<file path="src/rtl/simon_pkg.sv">
// Shared constants and types for the SIMON 128/128 key-schedule blocks.
package simon_pkg;

  localparam int SIMON_WORD   = 64;
  localparam int SIMON_ROUNDS = 68;

  // z2 sequence, Z[0] in bit 0. The 62-bit period is extended to 68 bits,
  // so bits 62..67 repeat z2[0..5].
  localparam logic [67:0] SIMON_Z = 68'hD_7369_F885_192C_0EF5;

  // Folds the complement of k_i and the constant 3 into one mask: ~x ^ 3 == x ^ C.
  localparam logic [63:0] SIMON_C = 64'hFFFF_FFFF_FFFF_FFFC;

  typedef enum logic [1:0] {
    IDLE = 2'd0,
    RUN  = 2'd1,
    DONE = 2'd2
  } state_e;

  // z injection for the word that round_idx produces. It is applied only at
  // bit 0. Rounds 1 and 0 produce a don't-care word, so no z is applied there.
  function automatic logic z_bit(input logic [6:0] round_idx, input logic [5:0] bit_idx);
    logic [6:0] zi;
    zi = round_idx - 7'd2;
    return (bit_idx == 6'd0) && (round_idx >= 7'd2) && SIMON_Z[zi];
  endfunction

endpackage

</file>
<file path="src/rtl/simon_bit_shiftreg.sv">
// Word-wide right-shift/rotate register with serial in/out and parallel load.
// The parallel load takes priority over the shift.
module simon_bit_shiftreg #(
  parameter int W = 64
) (
  input  logic         clk,
  input  logic         rst_ni,
  input  logic         en_i,
  input  logic         rot_i,
  input  logic         sin_i,
  input  logic         pload_i,
  input  logic [W-1:0] pdata_i,
  output logic         sout_o,
  output logic [W-1:0] q_o
);

  logic [W-1:0] q_q;
  logic [W-1:0] q_d;
  logic         top_bit;

  // In rotate mode the bit leaving at [0] re-enters at the top.
  assign top_bit = rot_i ? q_q[0] : sin_i;

  genvar gi;
  generate
    for (gi = 0; gi < W; gi++) begin : g_lane
      if (gi == W - 1) begin : g_top
        assign q_d[gi] = pload_i ? pdata_i[gi] : (en_i ? top_bit : q_q[gi]);
      end else begin : g_body
        assign q_d[gi] = pload_i ? pdata_i[gi] : (en_i ? q_q[gi+1] : q_q[gi]);
      end
    end
  endgenerate

  // Register update; cleared asynchronously.
  always_ff @(posedge clk or negedge rst_ni) begin
    if (!rst_ni) q_q <= '0;
    else         q_q <= q_d;
  end

  assign sout_o = q_q[0];
  assign q_o    = q_q;

endmodule

</file>
<file path="src/rtl/simon_key_schedule_inverse.sv">
// Bit-serial inverse SIMON 128/128 key schedule. Emits k67 down to k0, LSB first.
// B holds k_{r}, A holds k_{r-1}, and N accumulates k_{r-2} = B ^ S^-3 A ^ S^-4 A ^ C ^ z.
module simon_key_schedule_inverse
  import simon_pkg::*;
#(
  parameter int WORD   = SIMON_WORD,
  parameter int ROUNDS = SIMON_ROUNDS
) (
  input  logic       clk,
  input  logic       reset,
  input  logic       load_in,
  input  logic       load_en,
  input  logic       start,
  input  logic       key_ready,
  output logic       key_out,
  output logic       key_valid,
  output logic [5:0] bit_index,
  output logic [6:0] round_index,
  output logic       key_loaded,
  output logic       busy,
  output logic       done
);

  localparam logic [6:0] LAST_ROUND = 7'(ROUNDS - 1);
  localparam logic [5:0] LAST_BIT   = 6'(WORD - 1);

  state_e          state_q, state_d;
  logic [6:0]      load_cnt_q, load_cnt_d;
  logic            key_loaded_q, key_loaded_d;
  logic [5:0]      bit_index_q, bit_index_d;
  logic [6:0]      round_index_q, round_index_d;

  logic [WORD-1:0] a_q, b_q, n_q;
  logic            a_sout, b_sout, n_sout;
  logic            in_run, in_load, accept, word_end, new_bit;
  logic            a_en, b_en;
  logic [WORD-1:0] a_rot, n_shifted;
  logic            unused_bits;

  assign in_run   = (state_q == RUN);
  assign in_load  = (state_q == IDLE) && load_en && !key_loaded_q;
  assign accept   = in_run && key_ready;
  assign word_end = accept && (bit_index_q == LAST_BIT);

  // A has rotated j times at bit j, so the fixed taps A[3] and A[4] read the
  // original A[j+3] and A[j+4] mod 64.
  assign new_bit   = b_sout ^ a_q[3] ^ a_q[4] ^ SIMON_C[bit_index_q]
                   ^ z_bit(round_index_q, bit_index_q);

  // At the word boundary the 64th rotate/shift is folded into the parallel load.
  assign a_rot     = {a_q[0], a_q[WORD-1:1]};
  assign n_shifted = {new_bit, n_q[WORD-1:1]};

  // Load bits 0..63 fill B (k67), and bits 64..127 fill A (k66).
  assign b_en = accept || (in_load && !load_cnt_q[6]);
  assign a_en = accept || (in_load &&  load_cnt_q[6]);

  simon_bit_shiftreg #(.W(WORD)) u_reg_b (
    .clk     (clk),
    .rst_ni  (reset),
    .en_i    (b_en),
    .rot_i   (1'b0),
    .sin_i   (load_in),
    .pload_i (word_end),
    .pdata_i (a_rot),
    .sout_o  (b_sout),
    .q_o     (b_q)
  );

  simon_bit_shiftreg #(.W(WORD)) u_reg_a (
    .clk     (clk),
    .rst_ni  (reset),
    .en_i    (a_en),
    .rot_i   (in_run),
    .sin_i   (load_in),
    .pload_i (word_end),
    .pdata_i (n_shifted),
    .sout_o  (a_sout),
    .q_o     (a_q)
  );

  simon_bit_shiftreg #(.W(WORD)) u_reg_n (
    .clk     (clk),
    .rst_ni  (reset),
    .en_i    (accept),
    .rot_i   (1'b0),
    .sin_i   (new_bit),
    .pload_i (1'b0),
    .pdata_i ('0),
    .sout_o  (n_sout),
    .q_o     (n_q)
  );

  assign unused_bits = ^{b_q, a_sout, n_sout, n_q[0]};

  // State and counter registers.
  always_ff @(posedge clk or negedge reset) begin
    if (!reset) begin
      state_q       <= IDLE;
      load_cnt_q    <= '0;
      key_loaded_q  <= 1'b0;
      bit_index_q   <= '0;
      round_index_q <= LAST_ROUND;
    end else begin
      state_q       <= state_d;
      load_cnt_q    <= load_cnt_d;
      key_loaded_q  <= key_loaded_d;
      bit_index_q   <= bit_index_d;
      round_index_q <= round_index_d;
    end
  end

  // Next-state logic for the FSM, load counter and bit/round indices.
  always_comb begin
    state_d       = state_q;
    load_cnt_d    = load_cnt_q;
    key_loaded_d  = key_loaded_q;
    bit_index_d   = bit_index_q;
    round_index_d = round_index_q;
    unique case (state_q)
      IDLE: begin
        if (in_load) begin
          load_cnt_d = load_cnt_q + 7'd1;
          if (load_cnt_q == 7'd127) key_loaded_d = 1'b1;
        end
        if (start && key_loaded_q) begin
          state_d       = RUN;
          bit_index_d   = '0;
          round_index_d = LAST_ROUND;
        end
      end
      RUN: begin
        if (accept) begin
          bit_index_d = bit_index_q + 6'd1;
          if (word_end) begin
            if (round_index_q == 7'd0) begin
              state_d       = DONE;
              round_index_d = LAST_ROUND;
            end else begin
              round_index_d = round_index_q - 7'd1;
            end
          end
        end
      end
      DONE: begin
        // The key has been consumed; a fresh load is needed before the next start.
        key_loaded_d = 1'b0;
        load_cnt_d   = '0;
        state_d      = IDLE;
      end
      default: state_d = IDLE;
    endcase
  end

  assign key_valid   = in_run;
  assign busy        = in_run;
  assign key_out     = in_run & b_sout;
  assign done        = (state_q == DONE);
  assign key_loaded  = key_loaded_q;
  assign bit_index   = bit_index_q;
  assign round_index = round_index_q;

endmodule

</file>
<file path="config.mk">
export PLATFORM = sky130hd
export DESIGN_NAME = simon_key_schedule_inverse
export DESIGN_NICKNAME = d
export VERILOG_FILES = /design/src/rtl/simon_pkg.sv /design/src/rtl/simon_bit_shiftreg.sv /design/src/rtl/simon_key_schedule_inverse.sv
export SDC_FILE = /design/constraint.sdc
export NUM_CORES = 1
export LEC_CHECK = 0
export CORE_MARGIN = 3
export CORE_UTILIZATION = 35
export CTS_CLUSTER_DIAMETER = 200
export CTS_CLUSTER_SIZE = 10
export DETAILED_ROUTE_END_ITERATION = 16
export GPL_TIMING_DRIVEN = 0
export PLACE_DENSITY_LB_ADDON = 0.1
export SLEW_MARGIN = 20
export SYNTH_ARGS = -nofsm -noshare
export SYNTH_HDL_FRONTEND = slang
export SYNTH_SLANG_ARGS = --single-unit
</file>
<file path="constraint.sdc">
create_clock -name clk -period 4.5 [get_ports clk]
set_clock_uncertainty 0.05 [all_clocks]
set_input_delay 0.9 -clock clk [delete_from_list [all_inputs] [get_ports clk]]
set_output_delay 0.9 -clock clk [all_outputs]
set_load 0.02 [all_outputs]
</file>
==> impl_results.md, run 1 <==
* Number of cells on the worst reg-to-reg path at 8
* Seq/Total Area, Yosys at 0.5523
* Fillers at 2743
* Post-route DRC at 0
* Syn Inst Count at 1150
* Final HPWL DP at 15470 um
* CTS resizes at 0
* Worst setup path category: reg -> out
* Number of synthesized flops with an enable pin at 0
* Pwr/cell area at 433.2 nW/um^2
* Placed Area at 10490 um^2
* Post-synthesis simple-gate area fraction at 0.2636
* Avg WL per Cell at 14.41 um
* Vias in the first global route at 7465
* Detailed Route WL at 22830 um
* Netlist cell types at 46
* RR Endpoint: u_reg_n.q_o[63]$_DFFE_PN0P_
* Synth Area in Adders at 0.01418
* Synth cell count leaders: nand2_1, dfrtp_1, nor2_1
* Final setup viols at 0
* Place WS at 0.9031 ns
* # diodes at 0
* Worst Hold Class: in -> async
* Worst VDD drop at 0.2233 mV
* Clock Pin Slew Worst Setup and Hold Paths at 0.06 ns
* Slack of the critical path at 1.338 ns
* Critical Path RT at 3.55 ns
* IO Port Bufs at 23
* Vias at 7723
* Largest family of logic cells by synthesized area: simple AND/OR/NAND/NOR gates
* Crit-path max cell delay at 0.65 ns
* Critical path arrival at 2.21 ns
* Max Slew Vio Count at 0
* GRT Residual Overflow at 0
* Logic pwr share at 0.131
* Outcome: finished clean
* Layout Nets at 1220
* Area leader, netlist: dfrtp_1
* Most frequent cell after synthesis: nand2_1
* Layout cell share with drive strength beyond 1 at 0.05281
* I/O pin cnt at 24
* Max-slew headroom at 0.4610
* Largest delay contributor family on the critical path: buffers and inverters
* Reg power frac at 0.501
* Asr flop ratio synth at 1.000
* XOR/XNOR Fraction of Synth Area at 0.01625
* Psw at 1.348 mW
* Post-CTS Setup Bufs at 0
* 1st-pass router iterations at 6
* Wire length of the first global-routing pass at 39110 um
* Worst slew pin tran at 0.8085 ns
* Leakage at 5.238 nW
* Antenna violations before repair at 0
* Area growth syn-to-layout at 15.05%
* P_int at 3.487 mW
* Synth area leaders: dfrtp_1, nand2_1, a31oi_1
* Period utilization at 0.7027
* MaxCap Viol Count at 0
* Non-filler cells, final at 1584
* Final hold vios at 0
* # clock sinks at 214
* Util after Layout at 0.4119
* Hold-fix buffers at CTS at 0
* Effective utilization at floorplan at 0.3580
* Post-DRT Antenna Nets at 0
* Die area at 29760 um^2
* Cell Rows at 60
* Post-synthesis mux area share at 0.004513
* Sw frac at 0.2789
* Worst r2r src: round_index[1]$_DFFE_PN1P_
* Chip height at 172.5 um
* Period minus WS final at 3.162 ns
* Syn Std Cell Area at 9703 um^2
* Critical-path top delay cell: clkdlybuf4s50_1
* Syn nets at 1167
* Post-synthesis compound-gate area fraction at 0.1078
* Placed cells at 1548
* Maximum buffer depth of the clock tree at 3
* Crit path buf inv count at 2
* Crit-path cells: clkbuf_1 -> nor2b_1 -> clkdlybuf4s50_1
* Seq cells post-synth at 214
* Yosys Warn Count at 0
* Reg-to-reg slack, setup at 1.70 ns
* All-Layer GR Usage at 0.1541
* RSZ-0062 raised after global routing: false
* CP Launch Type: flip-flop
* Avg Synthesized Cell Area at 8.437 um^2
* Achievable Freq at 316.2 MHz
* Crit path capture type: output port
* DRT iter0 DRCs at 591
* CP max FO at 10
* Power share of the clock group at 0.368
* Largest net degree at the start of global routing at 66
* Final GP Congestion at 0.7330
* Final instance area at 11160 um^2
* Root buffer cell: clkbuf_16
* Drt via density at 4.876
* Top_reg_cell synth: dfrtp_1
* Num CTS Buffers at 25
* Worst-Skew Late Latency at 0.52 ns
* Core Box Area at 27100 um^2
* Die extent in x at 172.5 um
* CTS tree: yes
* H-tree Lvls at 1
* Yosys top cell area share at 0.5442
==> worst max path at each step <==
stage | from | endpoint | slack (ns) | cells after the start
final | state_q[1]$_DFFE_PN0P_ | done | 1.34 | 3
after CTS | state_q[1]$_DFFE_PN0P_ | done | 1.28 | 3
after global routing | state_q[1]$_DFFE_PN0P_ | done | 1.21 | 3
after global placement | reset | u_reg_n.q_o[10]$_DFFE_PN0P_ | -7.26 | 1
after detailed placement | key_ready | u_reg_a.q_o[29]$_DFFE_PN0P_ | 0.90 | 7
after floorplan | round_index[1]$_DFFE_PN1P_ | u_reg_n.q_o[63]$_DFFE_PN0P_ | 1.94 | 8
==> power by group through the flow <==
stage / sequential [mW] / combinational, mW / clock [mW]
global placement: 2.45 / 0.623 / 0
detailed placement: 2.45 / 0.645 / 0
finish: 2.42 / 0.634 / 1.78
floorplan: 2.42 / 0.419 / 0
global route: 2.46 / 0.731 / 1.91
CTS: 2.42 / 0.647 / 1.85
==> through the flow <==
| step | hold slack [ns] | setup TNS, ns | total power, mW |
|---|---|---|---|
| after global routing | 0.2472 | 0 | 5.107 |
| after CTS | 0.2306 | 0 | 4.913 |
| after detailed placement | 0.4208 | 0 | 3.096 |
| final | 0.2215 | 0 | 4.835 |
| after floorplan | 0.3943 | 0 | 2.835 |
| after global placement | 0.4154 | -1540.94 | 3.073 |
==> per-layer routing <==
layer | part of all wire | vias to the layer above | global-route usage
li1 | - | 3887 | -
met1 | 0.52 | 3695 | 0.2309
met2 | 0.43 | 104 | 0.2381
met3 | 0.030 | 37 | 0.01965
met4 | 0.022 | 0 | 0.03751
met5 | 0 | - | 0
==> layout make-up <==
cell class	count	area, um^2	share of cell area
multi-input combinational	848	3943	0.3532
buffer	77	360.3	0.03228
clock buffer	34	659.4	0.05907
timing repair buffer	26	317.8	0.02847
clock inverter	2	17.52	0.001569
tap	372	465.4	0.04169
inverter	11	41.29	0.003699
sequential	214	5359	0.4800
==> cell usage in the layout, fill, tap and decap left out, drive strengths merged <==
| cell type | instances |
|---|---|
| o22ai | 1 |
| mux4 | 1 |
| a21oi | 8 |
| clkbuf | 88 |
| clkdlybuf4s50 | 22 |
| mux2i | 1 |
| o31ai | 4 |
| a31o | 1 |
| o211ai | 2 |
| nand2b | 6 |
| nor2b | 2 |
| and4b | 2 |
| dfstp | 3 |
| o2111ai | 3 |
| buf | 27 |
| a311oi | 2 |
| or4 | 4 |
| nor3b | 1 |
| and2 | 2 |
| inv | 12 |
| nor2 | 144 |
| nand2 | 464 |
| nor4 | 1 |
| xor2 | 11 |
| o21a | 1 |
| xnor2 | 7 |
| and3 | 4 |
| o211a | 2 |
| or3 | 2 |
| o21ai | 10 |
| nand4 | 2 |
| a31oi | 130 |
| nor3 | 9 |
| ha | 11 |
| mux2 | 1 |
| a22oi | 1 |
| nand3 | 8 |
| clkinv | 1 |
| dfrtp | 211 |
==> state kept, by name (all words and copies together) (netlist names) <==
name         flops
load_cnt_q       7
key_loaded       1
u_reg_b.q_o     64
u_reg_a.q_o     64
u_reg_n.q_o     63
state_q          2
round_index      7
bit_index        6
==> logic make-up (layout without fill, tap and decap cells) <==
logic type,count (synthesis),after routing
adders and majority gates,11,11
xor gates and xnor gates,18,18
DFF,214,214
and+or+nand+nor,651,651
buffers and inverters,88,150
muxes,3,3
AOI/OAI and AO/OA,165,165
Note: power is estimated with default switching activity, not from simulation.
==> inputs of run 2 (changes only) <==
clock period = 2.9 ns   (was 4.5 ns; I/O delays follow)
==> run 2 against run 1 <==
Sequential share of layout area fell by 0.097 points. Via count is 0.41% higher. Total power is 55% higher. Count of clock-buffer cells in the layout unchanged. Clock power grew 55%. Die area unchanged. Non-clock buffer count increased by 1. First-iteration DRC count fell by 1.4%. Combinational power grew 55%.
==> impl_results.md, run 2 (synthesized netlist as in run 1, its figures left out) <==
* Outcome: finished clean
* Crit path capture type: output port
* All-Layer GR Usage at 0.1543 (about the same)
* Placed cells at 1548 (unchanged)
* Final GP Congestion at 0.7330 (unchanged)
* Max Slew Vio Count at 0 (unchanged)
* RSZ-0062 raised after global routing: false
* Final hold vios at 0 (unchanged)
* Period utilization at 0.9304
* Placed Area at 10490 um^2 (unchanged)
* Non-filler cells, final at 1585 (+0.063%)
* Place WS at -0.3769 ns (-1.280 ns)
* GRT Residual Overflow at 0 (unchanged)
* Wire length of the first global-routing pass at 39150 um (+0.10%)
* Core Box Area at 27100 um^2 (unchanged)
* Fillers at 2744 (+0.036%)
* Slack of the critical path at 0.2020 ns (-1.136 ns)
* Cell Rows at 60 (unchanged)
* Chip height at 172.5 um (unchanged)
* CP Launch Type: flip-flop
* Worst Hold Class: reg -> reg
* Commonest non-fill, non-tap cell in the layout: nand2_1
* Die extent in x at 172.5 um (unchanged)
* Vias in the first global route at 7475 (+0.13%)
* Post-route DRC at 0 (unchanged)
* Max-slew headroom at 0.4984 (+0.03745)
* Final HPWL DP at 15470 um (unchanged)
* Effective utilization at floorplan at 0.3580 (unchanged)
* Drt via density at 4.893 (+0.35%)
* CTS tree: yes
* Root buffer cell: clkbuf_16
* Final instance area at 11190 um^2 (+0.20%)
* Maximum buffer depth of the clock tree at 3 (unchanged)
* Layout Nets at 1221 (+0.082%)
* Layout cell share with drive strength beyond 1 at 0.05606 (+0.003254)
* Area growth syn-to-layout at 15.28%
* Min Hold Slack at 0.4312 ns (+0.2097 ns)
* Hold path cells at 2
* Worst slew pin tran at 0.7524 ns (-0.05617 ns)
* MaxCap Viol Count at 0 (unchanged)
* Clock Pin Slew Worst Setup and Hold Paths at 0.06 ns (about the same)
* Largest net degree at the start of global routing at 66 (unchanged)
* Vias at 7755 (+0.41%)
* Worst-Skew Late Latency at 0.52 ns (about the same)
* H-tree Lvls at 1 (unchanged)
* IO Port Bufs at 23 (unchanged)
* I/O pin cnt at 24 (unchanged)
* CP max FO at 6 (-4)
* Die area at 29760 um^2 (unchanged)
* Antenna violations before repair at 0 (unchanged)
* Commonest cells after routing, fill and taps aside: nand2_1, dfrtp_1, nor2_1, a31oi_1, clkbuf_1
* Worst setup path category: reg -> out
* Critical Path RT at 2.27 ns (-1.28 ns)
* Pwr/cell area at 671.1 nW/um^2 (+55%)
* Period minus WS final at 2.698 ns
* Util after Layout at 0.4127 (+0.0008310)
* Critical path arrival at 2.07 ns (-0.14 ns)
* Accumulated negative setup slack at 0 ns (unchanged)
* DRT iter0 DRCs at 583 (-1.4%)
* Achievable Freq at 370.6 MHz
* Post-CTS Setup Bufs at 0 (unchanged)
* Detailed Route WL at 22890 um (+0.25%)
* Leakage at 5.249 nW (+0.21%)
* Num CTS Buffers at 25 (unchanged)
* Worst VDD drop at 0.3455 mV (+55%)
* 1st-pass router iterations at 5 (-1)
* Post-DRT Antenna Nets at 0 (unchanged)
* # diodes at 0 (unchanged)
* Final setup viols at 0 (unchanged)
* # clock sinks at 214 (unchanged)
* Avg WL per Cell at 14.44 um (+0.19%)
* Pwr Total at 7.506 mW (+55%)
* Number of cells on the worst reg-to-reg path at 8 (unchanged)
## run 2: cell types whose count changed in the layout (fill, tap and decap cells not counted), sizes merged
cell,change
dlygate4sd3,+1
## run 2: layout make-up
cell class,instances,area [um^2],share of cell area
clock buffers,34,659.4,0.05895
inverters,11,41.29,0.003691
multi-input cells,848,3953,0.3534
well taps,372,465.4,0.04161
clock inverters,2,17.52,0.001566
repair buffers,27,327.8,0.02931
flip-flops and latches,214,5359,0.4791
plain buffers,77,362.8,0.03244
## run 2: final timing paths
kind,startpoint,to,slack (ns)
max in group asynchronous,reset,u_reg_n.q_o[14]$_DFFE_PN0P_,1.05
max reg2reg,round_index[1]$_DFFE_PN1P_,u_reg_n.q_o[63]$_DFFE_PN0P_,0.23
min reg2reg,u_reg_n.q_o[1]$_DFFE_PN0P_,u_reg_n.q_o[1]$_DFFE_PN0P_,0.43
min in group asynchronous,reset,u_reg_b.q_o[39]$_DFFE_PN0P_,0.49
max,state_q[1]$_DFFE_PN0P_,key_out,0.20
min,u_reg_n.q_o[1]$_DFFE_PN0P_,u_reg_n.q_o[1]$_DFFE_PN0P_,0.43
## run 2: repair_timing
action | 4_1_cts | 5_1_grt
hold buffers | 1 | 0
setup endpoints to repair | 1 | 21
gates resized for setup | 1 | 5
endpoints found under the hold margin | 45 | 0
## run 2: critical path, stage by stage (launching register included)
cell and delay [ns]:
dfrtp_1 0.39, nand2b_1 0.22, inv_1 0.19, and2_1 0.15
clkdlybuf4s50_1 0.59
## run 2: per-layer routing
metal / GRT usage / up-vias / wire (um)
met5: 0 / - / 0
met4: 0.03751 / 0 / 493
met3: 0.01965 / 37 / 655
met2: 0.2384 / 96 / 9771
met1: 0.2310 / 3726 / 11970
li1: - / 3896 / -
## run 2: where the power goes
part / internal [mW] / switching [mW] / leakage [nW]
Clock: 1.57 / 1.20 / 0.327
Sequential: 3.41 / 0.342 / 2.39
Combinational: 0.432 / 0.553 / 2.53
==> inputs of run 3 (changes only) <==
CAP_MARGIN = 5   (was not set)
RECOVER_POWER = 100   (was not set)
==> run 3 against run 2 <==
Sequential power about the same. Worst hold slack better by 0.00073 ns. Clock power about the same. Utilization down 0.14 points. Largest power group unchanged. Combinational power down 2%. Non-clock buffer count unchanged.
==> impl_results.md, run 3 (synthesized netlist as in run 1, its figures left out) <==
* Outcome: finished clean
* Crit-path cells: nand2b_1 -> inv_1 -> buf_4 -> dlygate4sd3_1
* I/O pin cnt at 24 (unchanged)
* Commonest non-fill, non-tap cell in the layout: nand2_1
* Vias at 7737 (-0.23%)
* Post-route DRC at 0 (unchanged)
* Effective utilization at floorplan at 0.3580 (unchanged)
* Final HPWL DP at 15470 um (unchanged)
* Antenna violations before repair at 0 (unchanged)
* Drt via density at 4.881 (-0.23%)
* Post-CTS Setup Bufs at 0 (unchanged)
* Period minus WS final at 2.740 ns (+0.04243 ns)
* Area growth syn-to-layout at 14.89%
* H-tree Lvls at 1 (unchanged)
* Final hold vios at 0 (unchanged)
* Final instance area at 11150 um^2 (-0.34%)
* Non-filler cells, final at 1585 (unchanged)
* Reg-to-reg slack, setup at 0.18 ns (-0.05 ns)
* Final setup viols at 0 (unchanged)
* Placed Area at 10490 um^2 (unchanged)
* Max-slew headroom at 0.1159 (-0.3825)
* Avg WL per Cell at 14.39 um (-0.31%)
* Achievable Freq at 364.9 MHz (-1.5%)
* Placed cells at 1548 (unchanged)
* Layout cell share with drive strength beyond 1 at 0.05194 (-0.004122)
* # clock sinks at 214 (unchanged)
* Core Box Area at 27100 um^2 (unchanged)
* Number of cells on the worst reg-to-reg path at 8 (unchanged)
* Commonest cells after routing, fill and taps aside: nand2_1, dfrtp_1, nor2_1, a31oi_1, clkbuf_1
* Root buffer cell: clkbuf_16
* DRT iter0 DRCs at 591 (+1.4%)
* All-Layer GR Usage at 0.1543 (unchanged)
* Slack of the critical path at 0.1595 ns (-0.04243 ns)
* Crit path buf inv count at 3 (+1)
* Die extent in x at 172.5 um (unchanged)
* Worst slew pin tran at 1.326 ns (+0.5738 ns)
* Pwr/cell area at 671.0 nW/um^2 (about the same)
* Worst VDD drop at 0.3422 mV (-0.95%)
* Final GP Congestion at 0.7330 (unchanged)
* Maximum buffer depth of the clock tree at 3 (unchanged)
* RSZ-0062 raised after global routing: false
* Worst setup path category: reg -> out
* Period utilization at 0.9450 (+0.01463)
* Layout Nets at 1221 (unchanged)
* Worst-Skew Late Latency at 0.52 ns (about the same)
* Clock Pin Slew Worst Setup and Hold Paths at 0.06 ns (about the same)
* Crit path capture type: output port
* Num CTS Buffers at 25 (unchanged)
* Stages on the worst setup path at 4 (unchanged)
* Largest delay contributor family on the critical path: buffers and inverters
* CP max FO at 6 (unchanged)
* Leakage at 5.240 nW (-0.17%)
* # diodes at 0 (unchanged)
* Critical Path RT at 2.27 ns (about the same)
* Critical-path top delay cell: dlygate4sd3_1
* Critical path arrival at 2.11 ns (+0.04 ns)
* MaxCap Viol Count at 0 (unchanged)
* Chip height at 172.5 um (unchanged)
* Crit-path max cell delay at 0.66 ns (+0.07 ns)
* CP Launch Type: flip-flop
* Util after Layout at 0.4114 (-0.001385)
* IO Port Bufs at 23 (unchanged)
* Worst Hold Class: reg -> reg
* CTS tree: yes
* Hold path cells at 2 (unchanged)
* Cell Rows at 60 (unchanged)
* Largest net degree at the start of global routing at 66 (unchanged)
* GRT Residual Overflow at 0 (unchanged)
* Detailed Route WL at 22820 um (-0.31%)
* Post-DRT Antenna Nets at 0 (unchanged)
* Wire length of the first global-routing pass at 39150 um (unchanged)
* Vias in the first global route at 7475 (unchanged)
* Die area at 29760 um^2 (unchanged)
* Max Slew Vio Count at 0 (unchanged)
* Min Hold Slack at 0.4320 ns (+0.0007270 ns)
* Place WS at -0.3769 ns (unchanged)
* 1st-pass router iterations at 5 (unchanged)
run 3: timing repair:
item | CTS | global route
hold buffers | 1 | 0
pin swaps | 0 | 0
resized for setup | 1 | 5
endpoints found under the hold margin | 45 | 0
endpoints found under the setup margin | 1 | 21
run 3: worst reg2reg max path: cells and delay by family (launching register included):
family	cells	cell delay (ns)
compound gates	1	0.26
xor+xnor	1	0.29
fa+ha+maj	1	0.23
buf+inv	2	0.34
flops	1	0.63
mux	1	0.35
simple gates	2	0.51
run 3: final cells by class:
type,count,area (um^2)
Fill cell,2751,15950
Sequential cell,214,5359
Multi-Input combinational cell,848,3953
Clock buffer,34,659.4
Tap cell,372,465.4
Buffer,77,335.3
Timing Repair Buffer,27,317.8
Inverter,11,41.29
Clock inverter,2,17.52
run 3: through the flow:
| stage | setup TNS [ns] | power, mW |
|---|---|---|
| finish | 0 | 7.480 |
| global route | 0 | 7.907 |
| CTS | 0 | 7.625 |
| detailed placement | -29.89 | 4.804 |
| global placement | -1840.65 | 4.769 |
| floorplan | 0 | 4.399 |
run 3: layer usage:
metal	routed length [um]	track usage	up-vias
met4	483	0.03751	0
met3	676	0.01965	36
met1	11860	0.2310	3712
li1	-	-	3892
met5	0	0	-
met2	9798	0.2384	97
run 3: worst paths after layout:
check / startpoint / end
min in group asynchronous: reset / u_reg_b.q_o[39]$_DFFE_PN0P_
max in group asynchronous: reset / u_reg_n.q_o[14]$_DFFE_PN0P_
worst min-delay path: u_reg_n.q_o[1]$_DFFE_PN0P_ / u_reg_n.q_o[1]$_DFFE_PN0P_
worst min register to register: u_reg_n.q_o[1]$_DFFE_PN0P_ / u_reg_n.q_o[1]$_DFFE_PN0P_
worst max register to register: round_index[1]$_DFFE_PN1P_ / u_reg_n.q_o[63]$_DFFE_PN0P_
worst max-delay path: state_q[1]$_DFFE_PN0P_ / key_valid
run 3: power breakdown:
part | switching (mW) | internal [mW]
sequential | 0.338 | 3.41
combinational | 0.552 | 0.414
clock | 1.20 | 1.57
total | 2.09 | 5.39
